===== config.mk =====
export PLATFORM = sky130hd
export DESIGN_NAME = csa_multiword_seq_adder_flat
export DESIGN_NICKNAME = d
export VERILOG_FILES = /design/src/rtl/csa_multiword_seq_adder_if.sv /design/src/rtl/csa_multiword_seq_adder.sv /design/src/flat_wrapper.sv
export SDC_FILE = /design/constraint.sdc
export NUM_CORES = 1
export LEC_CHECK = 0
export CAP_MARGIN = 25
export CORE_MARGIN = 2
export CORE_UTILIZATION = 50
export CTS_BUF_LIST = sky130_fd_sc_hd__clkbuf_16
export DETAILED_ROUTE_END_ITERATION = 16
export GPL_TIMING_DRIVEN = 0
export PLACE_DENSITY = 0.76
export RECOVER_POWER = 25
export SLEW_MARGIN = 40
export SYNTH_ARGS = -nofsm -noshare
export SYNTH_HDL_FRONTEND = slang
export SYNTH_SLANG_ARGS = --single-unit

===== constraint.sdc =====
create_clock -name CLK -period 11.9 [get_ports CLK]
set_input_delay 2.38 -clock CLK [delete_from_list [all_inputs] [get_ports CLK]]
set_output_delay 2.38 -clock CLK [all_outputs]
set_load 0.03 [all_outputs]

===== src/rtl/csa_multiword_seq_adder_if.sv =====
// Handshake and data bundle for the multi-word sequential adder.
// The master issues requests and reads results; the slave is the adder itself.
interface csa_multiword_seq_adder_if #(
    parameter int WORDS = 4
);
    localparam int N = 16 * WORDS;

    logic         Start;
    logic         Sub;
    logic [N-1:0] A;
    logic [N-1:0] B;
    logic         Cin;
    logic         Busy;
    logic         Done;
    logic [N-1:0] Sum;
    logic         Cout;
    logic         Ovf;

    modport master (
        output Start, Sub, A, B, Cin,
        input  Busy, Done, Sum, Cout, Ovf
    );

    modport slave (
        input  Start, Sub, A, B, Cin,
        output Busy, Done, Sum, Cout, Ovf
    );
endinterface


===== src/rtl/csa_multiword_seq_adder.sv =====
// Wide adder/subtractor built around a single 16-bit carry-select slice.
// Operands are walked least-significant slice first; the inter-slice carry
// is held in a register so one slice is resolved per clock.
//
// state  | meaning
// -------+----------------------------------------------------------
// S_IDLE | waiting for Start; results from the last operation held
// S_RUN  | one slice added per clock, index r_idx counts 0..WORDS-1

// 16-bit carry-select adder: low byte ripples, high byte is precomputed for
// both carry-in values and selected by the low byte's carry-out.
module csa16 (
    input  logic [15:0] i_a,
    input  logic [15:0] i_b,
    input  logic        i_cin,
    output logic [15:0] o_sum,
    output logic        o_cout
);
    logic [8:0] w_lo;
    logic [8:0] w_hi0;
    logic [8:0] w_hi1;

    assign w_lo   = {1'b0, i_a[7:0]}  + {1'b0, i_b[7:0]}  + {8'd0, i_cin};
    assign w_hi0  = {1'b0, i_a[15:8]} + {1'b0, i_b[15:8]};
    assign w_hi1  = {1'b0, i_a[15:8]} + {1'b0, i_b[15:8]} + 9'd1;

    assign o_sum  = {(w_lo[8] ? w_hi1[7:0] : w_hi0[7:0]), w_lo[7:0]};
    assign o_cout = w_lo[8] ? w_hi1[8] : w_hi0[8];
endmodule

module csa_multiword_seq_adder #(
    parameter int WORDS = 4
) (
    input  logic                         CLK,
    input  logic                         RST,
    csa_multiword_seq_adder_if.slave     bus
);
    localparam int N  = 16 * WORDS;
    localparam int IW = $clog2(WORDS);

    typedef enum logic {
        S_IDLE = 1'b0,
        S_RUN  = 1'b1
    } state_t;

    state_t        r_state;
    state_t        w_state_nxt;
    logic [IW-1:0] r_idx;
    logic          r_carry;
    logic [N-1:0]  r_a;
    logic [N-1:0]  r_beff;
    logic [N-1:0]  r_sum;
    logic          r_cout;
    logic          r_ovf;
    logic          r_done;

    logic          w_accept;
    logic          w_last;
    logic [15:0]   w_a_slice;
    logic [15:0]   w_b_slice;
    logic [15:0]   w_s;
    logic          w_c;

    assign w_accept  = (r_state == S_IDLE) && bus.Start;
    assign w_last    = (r_idx == IW'(WORDS - 1));
    assign w_a_slice = r_a[16*r_idx +: 16];
    assign w_b_slice = r_beff[16*r_idx +: 16];

    csa16 u_slice (
        .i_a    (w_a_slice),
        .i_b    (w_b_slice),
        .i_cin  (r_carry),
        .o_sum  (w_s),
        .o_cout (w_c)
    );

    // State register.
    always_ff @(posedge CLK or posedge RST) begin
        if (RST) begin
            r_state <= S_IDLE;
        end else begin
            r_state <= w_state_nxt;
        end
    end

    // Next-state: leave IDLE on Start, return after the top slice.
    always_comb begin
        w_state_nxt = r_state;
        case (r_state)
            S_IDLE:  if (bus.Start) w_state_nxt = S_RUN;
            S_RUN:   if (w_last)    w_state_nxt = S_IDLE;
            default: w_state_nxt = S_IDLE;
        endcase
    end

    // Operand capture, per-slice accumulation and final flag update.
    always_ff @(posedge CLK or posedge RST) begin
        if (RST) begin
            r_idx   <= '0;
            r_carry <= 1'b0;
            r_a     <= '0;
            r_beff  <= '0;
            r_sum   <= '0;
            r_cout  <= 1'b0;
            r_ovf   <= 1'b0;
            r_done  <= 1'b0;
        end else begin
            r_done <= 1'b0;
            if (w_accept) begin
                // Subtract is folded into the operand and carry here, so the
                // run phase never needs to know which operation it is doing.
                r_a     <= bus.A;
                r_beff  <= bus.Sub ? ~bus.B : bus.B;
                r_carry <= bus.Sub ? 1'b1 : bus.Cin;
                r_idx   <= '0;
            end else if (r_state == S_RUN) begin
                r_sum[16*r_idx +: 16] <= w_s;
                r_carry               <= w_c;
                r_idx                 <= r_idx + IW'(1);
                if (w_last) begin
                    r_cout <= w_c;
                    r_ovf  <= (r_a[N-1] == r_beff[N-1]) && (w_s[15] != r_a[N-1]);
                    r_done <= 1'b1;
                end
            end
        end
    end

    assign bus.Busy = (r_state == S_RUN);
    assign bus.Done = r_done;
    assign bus.Sum  = r_sum;
    assign bus.Cout = r_cout;
    assign bus.Ovf  = r_ovf;
endmodule


===== src/flat_wrapper.sv =====
// flat-port wrapper written by rule: the top's interface ports become plain ports
module csa_multiword_seq_adder_flat 
#(
    parameter int WORDS = 4
)
  (CLK, RST, bus_Start, bus_Sub, bus_A, bus_B, bus_Cin, bus_Busy, bus_Done, bus_Sum, bus_Cout, bus_Ovf);
  csa_multiword_seq_adder_if #(.WORDS(WORDS)) bus_i ();
  input  logic CLK;
  input  logic RST;
  input wire logic [$bits(bus_i.Start)-1:0] bus_Start;
  input wire logic [$bits(bus_i.Sub)-1:0] bus_Sub;
  input wire logic [$bits(bus_i.A)-1:0] bus_A;
  input wire logic [$bits(bus_i.B)-1:0] bus_B;
  input wire logic [$bits(bus_i.Cin)-1:0] bus_Cin;
  output wire logic [$bits(bus_i.Busy)-1:0] bus_Busy;
  output wire logic [$bits(bus_i.Done)-1:0] bus_Done;
  output wire logic [$bits(bus_i.Sum)-1:0] bus_Sum;
  output wire logic [$bits(bus_i.Cout)-1:0] bus_Cout;
  output wire logic [$bits(bus_i.Ovf)-1:0] bus_Ovf;
  assign bus_i.Start = bus_Start;
  assign bus_i.Sub = bus_Sub;
  assign bus_i.A = bus_A;
  assign bus_i.B = bus_B;
  assign bus_i.Cin = bus_Cin;
  assign bus_Busy = bus_i.Busy;
  assign bus_Done = bus_i.Done;
  assign bus_Sum = bus_i.Sum;
  assign bus_Cout = bus_i.Cout;
  assign bus_Ovf = bus_i.Ovf;
  csa_multiword_seq_adder #(.WORDS(WORDS)) u_core (.CLK(CLK), .RST(RST), .bus(bus_i));
endmodule

==> impl_metrics.env, run 1 <==
export IMPL_status="finished with violations"
export IMPL_violations="max-capacitance violations, max-slew violations"
export IMPL_synth_area_sq_um=9361
export IMPL_yosys_top_cells_area="dfrtp_1 (53%), mux2_2 (7.8%), mux4_2 (7.7%)"
export IMPL_holdPathStages=2
export IMPL_fin_crit_ns=4.929
export IMPL_clockBufferDepth=2
export IMPL_numPortBuffers=199
export IMPL_setup_viol=0
export IMPL_synth_seq_cells=199
export IMPL_critPathBufInv=3
export IMPL_startpoint="u_core.r_idx[1]"
export IMPL_htree_num_levels=4
export IMPL_yosysWarnings=0
export IMPL_insertion_delay_ns=0.44
export IMPL_yosysTopAreaCell="dfrtp_1"
export IMPL_drt_total_wl_mm=23.28
export IMPL_p_sw_share_pct=43.07
export IMPL_gp_congestion=0.8590
export IMPL_cts_tree="built"
export IMPL_met2_usage_pct=38.87
export IMPL_post_cts_buffers=0
export IMPL_hold_path_class="reg -> reg"
export IMPL_reg2reg_to="u_core.bus.Ovf"
export IMPL_rsz0062_at_grt="no"
export IMPL_globalRouteMet3Util_pct=4.993
export IMPL_drive_above_1_share_pct=13.56
export IMPL_boundaryPins=201
export IMPL_initial_core_util_pct=50.55
export IMPL_internal_power_w=0.002249
export IMPL_crit_path_start_kind="flop"
export IMPL_r2r_start="u_core.r_idx[1]"
export IMPL_setup_slack_ns=6.971
export IMPL_power_frac_clock_pct=14.1
export IMPL_crit_fanout=10
export IMPL_worstHoldEndpoint="u_core.r_beff[43]"
export IMPL_viasPerCell=5.395
export IMPL_cpLargestDelayFamily="buffers and inverters"
export IMPL_nets=1147
export IMPL_whs_ns=0.4783
export IMPL_drtIter0Drc=320
export IMPL_clk_pin_slew_ns=0.07
export IMPL_end_kind="flop"
export IMPL_design_die_area_sq_um=19830
export IMPL_pre_cts_ws_ns=6.993
export IMPL_max_slew_margin_rel_pct=-99.20
export IMPL_synthCells=770
export IMPL_cts_buffers=17
export IMPL_antennaDiodeCount=0
export IMPL_combPwrFrac_pct=57.2
export IMPL_rr_worst_depth=13
export IMPL_drv_cap=1
export IMPL_finalCritPeriodShare_pct=41.42
export IMPL_area_delta_synth_final_pct=31.15
export IMPL_critical_path_class="reg -> reg"
export IMPL_grt_start_max_net_pins=69
export IMPL_postCtsHoldBufs=0
export IMPL_die_h_um=140.8
export IMPL_die_w_um=140.8
export IMPL_tightest_slew_ns=2.972
export IMPL_yosysSeqAreaShare_pct=53.19
export IMPL_gr_total_overflow=0
export IMPL_num_vias=6674
export IMPL_drc=0
export IMPL_ir_drop_mv=0.1792
export IMPL_syn_avg_cell_area_sq_um=12.16
export IMPL_drt_wirelength_per_cell_um=18.82
export IMPL_yosys_cell_types_count=43
export IMPL_synth_commonest_cells="dfrtp_1 (199), nand2_1 (110), o21ai_0 (78), xnor2_1 (78), mux2_2 (65)"
export IMPL_power_switching_w=0.001702
export IMPL_rows=50
export IMPL_p_leak_nw=5.199
export IMPL_seqPwrFrac_pct=28.7
export IMPL_powerDensity_nw_per_um2=321.8
export IMPL_hold_viol=0
export IMPL_r2r_slack_ns=6.97
export IMPL_fin_tns_setup_ns=0
export IMPL_cts_root_buf="clkbuf_16"
export IMPL_syn_nets=927
export IMPL_path_cells="clkbuf_1, clkbuf_1, buf_1, mux4_2, ha_1, fa_1, a211oi_1, o21bai_1, a21oi_1, xnor2_1, a31oi_1, or4_1, a31oi_1"
export IMPL_finalCoreUtilization_pct=66.30
export IMPL_synthArstFlopShare_pct=100.0
export IMPL_cpMaxStageDelayCell="buf_1"
export IMPL_cts_sinks=199
export IMPL_grt_pass1_wl_mm=36.83
export IMPL_drtPass1Iterations=5
export IMPL_grt_util_met1_pct=33.82
export IMPL_cp_required_ns=12.25
export IMPL_slew_viol_final=67
export IMPL_synth_edf_count=0
export IMPL_finClkSkew_ns=0.01102
export IMPL_antenna_found_initial=0
export IMPL_ant_nets=0
export IMPL_grt_use_total_pct=24.30
export IMPL_grt_busiest_layer="met2"
export IMPL_ys_flop_type="dfrtp_1"
export IMPL_fmax_mhz=202.9
export IMPL_cpPeakStageDelay_ns=0.57
export IMPL_core_sq_um=18520
export IMPL_dp_hpwl_mm=17.79
export IMPL_ctsResizeCount=0
export IMPL_synth_top_cell_area_share_pct=53.19
export IMPL_nFillCells=1429
export IMPL_grt_pass1_vias=6925
export IMPL_worstPathArrival_ns=5.28
export IMPL_synthMostInstantiatedCell="dfrtp_1"
export IMPL_hold_start="u_core.r_beff[43]"
[cells by family after synthesis]
family / share of synthesized area, %
DFF: 53.19
muxes: 15.84
adders and majority gates: 3.448
AOI/OAI and AO/OA: 10.76
buffers and inverters: 2.325
xor gates and xnor gates: 7.952
and+or+nand+nor: 6.482
[cells in the final DEF (no fill, tap or decap), types with 3 or more instances in the layout]
master           Yosys  final
mux2_2              65     65
xor2_1               7      7
a22o_1              29     29
xnor2_1             78     78
nand2_1            110    110
a21o_1               4      4
a31oi_1              3      3
and2_1               3      3
fa_1                 3      3
ha_1                21     21
mux2i_1              3      3
o21ai_1             26     26
dfrtp_1            199    199
clkbuf_1            37     36
clkdlybuf4s50_1      0    197
o21bai_1             3      3
o21ai_0             78     78
mux4_2              32     32
clkbuf_16            0     17
buf_1                9      6
nor2_1              10     10
o21a_1               4      4
inv_1                9     11
a21oi_1              8      8
clkbuf_2             0      3
[sequential cells by signal, summed over array words and instances (netlist names)]
| name | count |
|---|---|
| u_core.r_a | 64 |
| u_core.bus.Done | 1 |
| u_core.r_idx | 2 |
| u_core.bus.Busy | 1 |
| u_core.bus.Cout | 1 |
| u_core.r_carry | 1 |
| u_core.r_beff | 64 |
| u_core.bus.Ovf | 1 |
| u_core.bus.Sum | 64 |
[worst register-to-register path, cell delays in order, from the launching register on]
cell and delay (ns):
dfrtp_1 0.37, clkbuf_1 0.50, clkbuf_1 0.54, buf_1 0.57, mux4_2 0.45, ha_1 0.25, fa_1 0.48, a211oi_1 0.24
o21bai_1 0.12, a21oi_1 0.32, xnor2_1 0.19, a31oi_1 0.16, or4_1 0.49, a31oi_1 0.18
[per-layer routing]
| layer | part of all wire [%] | wire length, um |
|---|---|---|
| met4 | 1.7 | 399 |
| met1 | 45 | 10410 |
| met3 | 6.1 | 1421 |
| met2 | 47 | 11040 |
| met5 | 0 | 0 |
[worst max-delay path by stage]
stage / slack [ns] / cells after the start / to
2_1_floorplan: 4.09 / 1 / u_core.bus.Busy
4_1_cts: 6.97 / 13 / u_core.bus.Ovf
5_1_grt: 6.61 / 13 / u_core.bus.Ovf
3_5_place_dp: 6.99 / 13 / u_core.bus.Ovf
3_3_place_gp: 1.71 / 2 / u_core.r_beff[5]
6_report: 6.97 / 13 / u_core.bus.Ovf
[cell type report]
type                       instances  area, sq um  area share [%]
buffer                            47        188.9           1.539
clock inverter                    15        138.9           1.131
inverter                           9        35.03          0.2853
clock buffer                      17        425.4           3.465
tap                              234        292.8           2.385
sequential                       199         4980           40.56
multi-input combinational        515         4170           33.97
timing repair buffer             201         2047           16.67
[power by group through the flow]
stage	logic [W]	clock network [W]	registers [W]
2_1_floorplan	0.00147	0	0.00124
3_3_place_gp	0.00220	0	0.00113
3_5_place_dp	0.00226	0	0.00114
4_1_cts	0.00227	0.000566	0.00113
5_1_grt	0.00247	0.000590	0.00117
6_report	0.00226	0.000559	0.00113
[metrics by stage]
step | instance area [sq um] | instances | power [W]
global placement | 11650 | 1203 | 0.003326
CTS | 12280 | 1237 | 0.003967
floorplan | 9361 | 770 | 0.002703
global route | 12280 | 1237 | 0.004229
finish | 12280 | 1237 | 0.003951
detailed placement | 11720 | 1205 | 0.003407
Note: power is estimated with default switching activity, not from simulation.
==> run 2: changes to the inputs <==
Clock period 11.9 ns to 4.75 ns, I/O delays scaled along.
==> run 2 against run 1 <==
Compared with the run above:
- the run now ends clean
- largest cell class unchanged
- combinational power grew to 2.5 times the previous value
- sequential cell count unchanged
- worst setup slack got worse by 6.6 ns
- critical path type unchanged
==> impl_metrics.env, run 2 (synthesis gave the netlist of run 1 again) <==
export IMPL_status="completed"
export IMPL_post_cts_buffers=0
export IMPL_rsz0062_at_grt="no"
export IMPL_postCtsHoldBufs=0
export IMPL_gp_congestion=0.8694
export IMPL_numPortBuffers=199
export IMPL_hold_path_class="reg -> reg"
export IMPL_drtPass1Iterations=5
export IMPL_p_leak_nw=5.266
export IMPL_end_kind="flop"
export IMPL_antennaDiodeCount=0
export IMPL_worstHoldEndpoint="u_core.r_beff[18]"
export IMPL_cts_buffers=17
export IMPL_grt_start_max_net_pins=29
export IMPL_r2r_start="u_core.r_idx[1]"
export IMPL_drc=0
export IMPL_antenna_found_initial=0
export IMPL_cts_root_buf="clkbuf_16"
export IMPL_final_cell_mix="dfrtp_1 (199), clkdlybuf4s50_1 (198), nand2_1 (110), xnor2_1 (78), o21ai_0 (78)"
export IMPL_nets=1156
export IMPL_boundaryPins=201
export IMPL_die_h_um=140.8
export IMPL_routed_top_layer="met4"
export IMPL_wl_met3_mm=1.350
export IMPL_wl_met1_mm=10.06
export IMPL_gr_total_overflow=0
export IMPL_grt_pass1_wl_mm=36.98
export IMPL_max_slew_margin_rel_pct=6.886
export IMPL_rows=50
export IMPL_rr_worst_depth=13
export IMPL_powerDensity_nw_per_um2=810.1
export IMPL_fmax_mhz=228.0
export IMPL_drt_wirelength_per_cell_um=18.59
export IMPL_area_delta_synth_final_pct=32.61
export IMPL_core_sq_um=18520
export IMPL_die_w_um=140.8
export IMPL_dp_cells=1214
export IMPL_ant_nets=0
export IMPL_crit_fanout=10
export IMPL_finalCritPeriodShare_pct=92.34
export IMPL_design_die_area_sq_um=19830
export IMPL_hold_start="u_core.r_beff[18]"
export IMPL_htree_num_levels=4
export IMPL_viasPerCell=5.478
export IMPL_r2r_slack_ns=0.36
export IMPL_nFillCells=1363
export IMPL_drive_above_1_share_pct=14.13
export IMPL_slew_viol_final=0
export IMPL_clk_pin_slew_ns=0.07
export IMPL_grt_pass1_vias=7003
export IMPL_hold_viol=0
export IMPL_wl_met2_mm=11.35
export IMPL_insertion_delay_ns=0.43
export IMPL_grt_use_total_pct=24.28
export IMPL_cts_sinks=199
export IMPL_setup_viol=0
export IMPL_clockBufferDepth=2
export IMPL_power_total_w=0.01006
export IMPL_dp_hpwl_mm=18.29
export IMPL_finClkSkew_ns=0.006891
export IMPL_layout_commonest_cell="dfrtp_1"
export IMPL_fin_crit_ns=4.386
export IMPL_cts_tree="built"
export IMPL_num_vias=6825
export IMPL_crit_path_start_kind="flop"
export IMPL_drt_total_wl_mm=23.17
export IMPL_cp_required_ns=5.10
export IMPL_reg2reg_to="u_core.bus.Ovf"
export IMPL_setup_slack_ns=0.3638
export IMPL_holdPathStages=2
export IMPL_initial_core_util_pct=50.55
export IMPL_worstPathArrival_ns=4.74
export IMPL_critical_path_class="reg -> reg"
export IMPL_drv_cap=0
export IMPL_tightest_slew_ns=1.397
export IMPL_fin_cells=1246
export IMPL_drtIter0Drc=387
export IMPL_ir_drop_mv=0.5360
export IMPL_pre_cts_ws_ns=-0.07052
[run 2: how the worst max path moves through the flow]
| stage | startpoint | to | slack (ns) | cells after the start |
|---|---|---|---|---|
| 2_1_floorplan | u_core.r_idx[0] | u_core.bus.Ovf | 0.60 | 12 |
| 3_3_place_gp | RST | u_core.r_beff[51] | -0.28 | 2 |
| 3_5_place_dp | u_core.r_idx[1] | u_core.bus.Ovf | -0.07 | 13 |
| 4_1_cts | u_core.r_idx[1] | u_core.bus.Ovf | 0.05 | 12 |
| 5_1_grt | u_core.r_idx[1] | u_core.bus.Ovf | 0.04 | 13 |
| 6_report | u_core.r_idx[1] | u_core.bus.Ovf | 0.36 | 13 |
[run 2: per-layer routing]
metal	track usage, %	vias up
li1	-	3171
met1	33.21	3375
met2	40.00	252
met3	4.382	27
met4	7.526	0
met5	0	-
[run 2: report_power, final]
part | leakage, nW | switching (W) | internal [W]
registers | 2.52 | 0.000399 | 0.00243
clock network | 0.313 | 0.000619 | 0.000928
logic | 2.44 | 0.00324 | 0.00244
total | 5.27 | 0.00425 | 0.00580
[run 2: area by class of cell]
type	instances	area (sq um)	area share, %
Sequential cell	199	4980	40.11
Tap cell	234	292.8	2.358
Buffer	47	192.7	1.552
Multi-Input combinational cell	515	4170	33.59
Timing Repair Buffer	210	2112	17.01
Inverter	9	35.03	0.2822
Clock inverter	15	206.4	1.663
Clock buffer	17	425.4	3.427
[run 2: stage by stage]
| stage | TNS, ns | cell area (sq um) | utilization [%] | hold slack [ns] |
|---|---|---|---|---|
| finish | 0 | 12410 | 67.04 | 0.4799 |
| global route | 0 | 12410 | 67.04 | 0.5033 |
| CTS | 0 | 12560 | 67.84 | 0.4825 |
| detailed placement | -0.07052 | 11930 | 64.42 | 0.4674 |
| global placement | -51.74 | 11650 | 62.91 | 0.4563 |
| floorplan | 0 | 9365 | - | 0.4446 |
[run 2: worst max-delay path, stage by stage, from the launching register on]
cell,delay [ns]
dfrtp_1,0.38
clkbuf_1,0.44
clkbuf_2,0.38
buf_2,0.34
mux4_2,0.39
ha_1,0.25
fa_1,0.47
a211oi_1,0.24
o21bai_1,0.11
a21oi_1,0.32
xnor2_1,0.19
a31oi_1,0.14
or4_1,0.49
a31oi_1,0.17
[run 2: what timing repair did]
| item | 4_1_cts | 5_1_grt |
|---|---|---|
| pin swaps | 0 | 0 |
| endpoints found under the setup margin | 1 | 10 |
| resized for setup | 1 | 5 |
| cloned | 0 | 0 |
==> run 3: changes to the inputs <==
Settings changed: CAP_MARGIN 25 to 20.
==> results of run 3 <==
The final DEF is identical to that of run 2; final timing and power are the same.
